`config.mk`:
```
export PLATFORM = sky130hd
export DESIGN_NAME = uart_tx_arbiter
export DESIGN_NICKNAME = d
export VERILOG_FILES = /design/src/rtl/uart_pkg.sv /design/src/rtl/uart_byte_tx.sv /design/src/rtl/uart_tx_arbiter.sv
export SDC_FILE = /design/constraint.sdc
export NUM_CORES = 1
export LEC_CHECK = 0
export CAP_MARGIN = 20
export CORE_MARGIN = 5
export CORE_UTILIZATION = 53
export DETAILED_ROUTE_END_ITERATION = 6
export GPL_TIMING_DRIVEN = 0
export PLACE_DENSITY = 0.75
export SKIP_LAST_GASP = 1
export SLEW_MARGIN = 10
export SYNTH_ARGS = -nofsm -noshare
export SYNTH_HDL_FRONTEND = slang
export SYNTH_SLANG_ARGS = --single-unit
```
`constraint.sdc`:
```
create_clock -name Clk -period 2.41 [get_ports Clk]
set_input_delay 0.3615 -clock Clk [delete_from_list [all_inputs] [get_ports Clk]]
set_output_delay 0.3615 -clock Clk [all_outputs]
set_load 0.02 [all_outputs]
```
`src/rtl/uart_pkg.sv`:
```
// Shared types and constants for the UART transmit arbiter and its byte serializer.
// Each baud code maps to a bit period expressed in Clk cycles.
package uart_pkg;

  typedef enum logic [1:0] {
    IDLE = 2'd0,
    SEND = 2'd1,
    GAP  = 2'd2
  } state_t;

  localparam logic [2:0] BAUD_CODE_0 = 3'd0;
  localparam logic [2:0] BAUD_CODE_1 = 3'd1;
  localparam logic [2:0] BAUD_CODE_2 = 3'd2;
  localparam logic [2:0] BAUD_CODE_3 = 3'd3;
  localparam logic [2:0] BAUD_CODE_4 = 3'd4;

  localparam int DIV_W = 7;

  // Unassigned codes fall back to the slowest rate.
  function automatic logic [DIV_W-1:0] baud_div(input logic [2:0] code);
    logic [DIV_W-1:0] div;
    case (code)
      BAUD_CODE_0: div = 7'd64;
      BAUD_CODE_1: div = 7'd32;
      BAUD_CODE_2: div = 7'd16;
      BAUD_CODE_3: div = 7'd8;
      BAUD_CODE_4: div = 7'd4;
      default:     div = 7'd64;
    endcase
    return div;
  endfunction

endpackage

```
`src/rtl/uart_byte_tx.sv`:
```
// Single-byte 8N1 serializer: start bit, 8 data bits LSB first, stop bit.
// A new byte starts only once send_en is seen outside a tx_done cycle; dropping send_en aborts.
module uart_byte_tx
  import uart_pkg::*;
(
  input  logic       Clk,
  input  logic       Reset_n,
  input  logic [7:0] Data,
  input  logic [2:0] baud_set,
  input  logic       send_en,
  output logic       uart_tx,
  output logic       tx_done
);

  logic             active;
  logic [8:0]       shift;
  logic [3:0]       bit_cnt;
  logic [DIV_W-1:0] div_cnt;
  logic [DIV_W-1:0] div_val;

  always_ff @(posedge Clk) begin
    if (!Reset_n) begin
      active  <= 1'b0;
      shift   <= '1;
      bit_cnt <= '0;
      div_cnt <= '0;
      div_val <= baud_div(BAUD_CODE_0);
      uart_tx <= 1'b1;
      tx_done <= 1'b0;
    end else begin
      tx_done <= 1'b0;
      if (!active) begin
        uart_tx <= 1'b1;
        // send_en is still high during the tx_done cycle; do not restart on it.
        if (send_en && !tx_done) begin
          active  <= 1'b1;
          shift   <= {1'b1, Data};
          uart_tx <= 1'b0;
          div_val <= baud_div(baud_set);
          div_cnt <= '0;
          bit_cnt <= '0;
        end
      end else if (!send_en) begin
        active  <= 1'b0;
        uart_tx <= 1'b1;
      end else if (div_cnt == div_val - 7'd1) begin
        div_cnt <= '0;
        if (bit_cnt == 4'd9) begin
          active  <= 1'b0;
          tx_done <= 1'b1;
          uart_tx <= 1'b1;
        end else begin
          bit_cnt <= bit_cnt + 4'd1;
          uart_tx <= shift[0];
          shift   <= {1'b1, shift[8:1]};
        end
      end else begin
        div_cnt <= div_cnt + 7'd1;
      end
    end
  end

endmodule

```
`src/rtl/uart_tx_arbiter.sv`:
```
// Round-robin arbiter feeding two byte requesters into one UART serializer.
// Define UART_ARB_TIMEOUT_EN to enable the SEND-state watchdog (err_timeout).
module uart_tx_arbiter
  import uart_pkg::*;
#(
  parameter int TIMEOUT_CYCLES = 1000000,
  parameter int GAP_CYCLES     = 0
) (
  input  logic       Clk,
  input  logic       Reset_n,
  input  logic [2:0] baud_set,
  input  logic       req0_valid,
  input  logic [7:0] req0_data,
  output logic       req0_ready,
  input  logic       req1_valid,
  input  logic [7:0] req1_data,
  output logic       req1_ready,
  output logic       uart_tx,
  output logic       tx_busy,
  output logic       grant_id,
  output logic       err_timeout
);

  localparam int GAP_W = $clog2(GAP_CYCLES + 2);
  localparam logic [GAP_W-1:0] GAP_LAST = GAP_W'((GAP_CYCLES > 0) ? GAP_CYCLES - 1 : 0);

  state_t           state;
  logic [7:0]       data_q;
  logic [2:0]       baud_q;
  logic             last_grant;
  logic [GAP_W-1:0] gap_cnt;
  logic             send_en;
  logic             tx_done;
  logic             winner;
  logic             accept;
  logic             timeout_hit;
  logic [7:0]       accept_data;

  // Ties go to whoever was not served last; a lone valid always wins.
  always_comb begin
    winner = 1'b0;
    if (req0_valid && req1_valid) begin
      winner = ~last_grant;
    end else if (req1_valid) begin
      winner = 1'b1;
    end
  end

  assign accept      = Reset_n && (state == IDLE) && (req0_valid || req1_valid);
  assign req0_ready  = accept && !winner;
  assign req1_ready  = accept && winner;
  assign accept_data = winner ? req1_data : req0_data;
  assign send_en     = (state == SEND);
  assign tx_busy     = (state != IDLE);

`ifdef UART_ARB_TIMEOUT_EN
  localparam int WD_W = $clog2(TIMEOUT_CYCLES + 1);
  logic [WD_W-1:0] wd_cnt;

  assign timeout_hit = (state == SEND) && !tx_done &&
                       (wd_cnt == WD_W'(TIMEOUT_CYCLES - 1));

  always_ff @(posedge Clk) begin
    if (!Reset_n || (state != SEND)) begin
      wd_cnt <= '0;
    end else begin
      wd_cnt <= wd_cnt + 1'b1;
    end
  end
`else
  assign timeout_hit = 1'b0;
`endif

  assign err_timeout = timeout_hit;

  always_ff @(posedge Clk) begin
    if (!Reset_n) begin
      state      <= IDLE;
      data_q     <= '0;
      baud_q     <= '0;
      grant_id   <= 1'b0;
      last_grant <= 1'b1;
      gap_cnt    <= '0;
    end else begin
      case (state)
        IDLE: begin
          if (accept) begin
            data_q   <= accept_data;
            baud_q   <= baud_set;
            grant_id <= winner;
            state    <= SEND;
          end
        end
        SEND: begin
          // A watchdog abort counts as completion for round-robin fairness.
          if (tx_done || timeout_hit) begin
            last_grant <= grant_id;
            gap_cnt    <= '0;
            state      <= ((GAP_CYCLES == 0) || timeout_hit) ? IDLE : GAP;
          end
        end
        GAP: begin
          if (gap_cnt == GAP_LAST) begin
            state <= IDLE;
          end else begin
            gap_cnt <= gap_cnt + 1'b1;
          end
        end
        default: state <= IDLE;
      endcase
    end
  end

  uart_byte_tx u_byte_tx (
    .Clk      (Clk),
    .Reset_n  (Reset_n),
    .Data     (data_q),
    .baud_set (baud_q),
    .send_en  (send_en),
    .uart_tx  (uart_tx),
    .tx_done  (tx_done)
  );

endmodule

```
==> flow_metrics.tcl <==
set metrics [dict create \
    vias 1866 \
    hpwl_um 3440 \
    synthSimpleGateAreaFrac_pct 20.2 \
    fin_ws_ns 0.0527 \
    hold_class "reg -> reg" \
    yosys.area_share.xor_xnor_pct 3.07 \
    finalHoldViolations 0 \
    syn_to_final_growth_pct 22.7 \
    cts_buffers 5 \
    cts_tree "built" \
    yosysTopAreaCell "dfxtp_1" \
    drt-initial-drc-count 232 \
    async_reset_ff_share_pct 0 \
    grt_max_degree 12 \
    dp_slack_ns -0.584 \
    grt_pass1_vias 1720 \
    cp-start-kind "input pin" \
    finalClockSkew_ns 0.0113 \
    layout_commonest_cell "dfxtp_1" \
    die_w_um 71.4 \
    synth-edff-count 0 \
    ys_warn_count 0 \
    synth_top_area_share_pct 41.1 \
    max_cap_violations 0 \
    worst_pin_slew_ns 0.707 \
    cp_data_required_time_ns 2.05 \
    port_buffers 27 \
    gp_congestion 0.843 \
    grt_pass1_wl_um 8000 \
    cts.clk_slew.worst_paths_ns 0.08 \
    wl_um 4950 \
    leakagePower_uw 0.000877 \
    yosys_most_used_dff "dfxtp_1" \
    stdcell_area_um2 2450 \
    maxSlewHeadroom_pct 52.7 \
    drc_errors 0 \
    p_per_area_nw_per_um2 617 \
    firstDrtPassIters 4 \
    nNetsFinal 296 \
    io_pins 29 \
    netlist_area_um2 2000 \
    fmax_mhz 424 \
    placed_area_um2 2330 \
    grt.overflow.total 0 \
    period_minus_slack_ns 2.36 \
    cts_max_path_buffers 2 \
    clkLatencyLatePin_ns 0.30 \
    crit_fanout 9 \
    cts_hold_buffers 0 \
    r2r_cells 7 \
    postSynthAreaPerCell_um2 8.54 \
    ant_nets 0 \
    drive_gt1_share_pct 9.67 \
    status "finished, final reports clean" \
    htreeDepth 2 \
    start_util_pct 54.6 \
    dieArea_um2 5100 \
    synth_nets 261 \
    mostFrequentLayoutCells "40 x dfxtp_1, 26 x clkdlybuf4s50_1, 19 x nand2_1, 18 x o21ai_0" \
    ys_ff_latch 41 \
    synthTopCellsByArea "dfxtp_1 41%, o21ai_0 4.5%, a21oi_1 4.0%" \
    synth_mux_area_share_pct 3.94 \
    synthAdderAreaFrac_pct 2.50 \
    root_buffer "clkbuf_8" \
    ys_seq_area_share_pct 41.1 \
    synth_top_family_by_area "compound AO/OA/AOI/OAI gates" \
    setup_viol 0 \
    crit_path_end_kind "output pin" \
    via_per_inst 5.89 \
    antenna_found_initial 0 \
    synth.distinct_cells 43 \
    die_h_um 71.4 \
    synthCells 234 \
    critical_path_arrival_ns 2.00 \
    min_path_cells 2 \
    worstSetupPathType "in -> out" \
    rsz0062_at_grt "true" \
    rows 22 \
    synth_compound_area_share_pct 23.7 \
    track_usage_pct 19.6 \
    period_share_pct 97.8 \
    wl_per_cell_um 15.6 \
    core-area_um2 3660 \
    clock_sinks 41 \
    n_antenna_cell 0 \
    report.final.slew_viol_count 0 \
    peakVddDrop_v 0.000394 \
]
==> state kept, by name, summed over array words and instances, names as in the netlist <==
| name | count |
|---|---|
| last_grant | 1 |
| u_byte_tx.active | 1 |
| u_byte_tx.div_val | 5 |
| u_byte_tx.tx_done | 1 |
| data_q | 8 |
| u_byte_tx.div_cnt | 7 |
| u_byte_tx.shift | 8 |
| grant_id | 1 |
| u_byte_tx.uart_tx | 1 |
| baud_q | 3 |
| u_byte_tx.bit_cnt | 4 |
| state | 1 |
==> logic make-up after synthesis <==
family | count (synthesis)
and+or+nand+nor | 82
xor gates and xnor gates | 7
AOI/OAI and AO/OA | 67
other | 1
buffers and inverters | 25
DFF | 41
adders and majority gates | 4
muxes | 7
==> power breakdown <==
part           internal, uW  total [uW]  switching, uW
logic                   132         291            159
clock network           228         462            234
registers               725         760           34.5
total                  1080        1510            428
==> synthesized netlist by cell type, drive strengths merged, types with 2 or more instances <==
cell type,instances
a31oi,4
ha,4
nand4,6
mux2,7
xnor2,4
buf,4
a21oi,16
nor3,13
a211oi,3
nand3,14
dfxtp,41
a311oi,2
and3,3
xor2,3
nand2,19
nor2,16
o211ai,6
clkbuf,10
nor4b,2
inv,11
nor4,2
a222oi,8
o21ai,18
==> layout make-up <==
class                      instances  area (um^2)
buffer                            14         66.3
clock buffer                       7         86.3
fill                             319         1210
inverter                          11         41.3
multi-input combinational        168         1100
sequential                        41          822
tap                               48         60.1
timing repair buffer              28          280
==> path summary, 6_finish.rpt <==
| kind | from | end | slack, ns |
|---|---|---|---|
| max | Reset_n | req1_ready | 0.05 |
| min | u_byte_tx.div_val[3] | u_byte_tx.div_val[3] | 0.48 |
| max reg2reg | u_byte_tx.div_val[2] | u_byte_tx.shift[2] | 0.12 |
| min reg2reg | u_byte_tx.div_val[3] | u_byte_tx.div_val[3] | 0.48 |
==> metrics by stage <==
stage	hold WS [ns]	instances	utilization, %	setup TNS (ns)	power, uW
after global placement	0.462	309	63.6	-0.743	1050
after CTS	0.474	317	66.5	-0.248	1510
after detailed placement	0.465	309	63.6	-0.696	1060
after global routing	0.507	317	67.0	-0.0321	1590
final	0.483	317	67.0	0	1510
after floorplan	0.445	234	-	0	950
==> per-layer routing <==
metal	vias up	GRT usage, %	wire length, um
met5	-	0	0
met3	6	5.19	231
met2	53	34.3	2460
met1	866	23.5	2200
met4	0	5.64	56
li1	941	-	-
==> worst max-delay path, stage by stage <==
cell	delay (ns)
clkdlybuf4s50_1	0.53
nand2b_1	0.12
nor2_2	0.31
clkdlybuf4s50_1	0.67
==> what timing repair did <==
action	4_1_cts	5_1_grt
pin swaps	0	1
buffers inserted	1	0
resized for setup	2	5
endpoints found under the setup margin	2	18
Power figures use the tool's default switching activity.
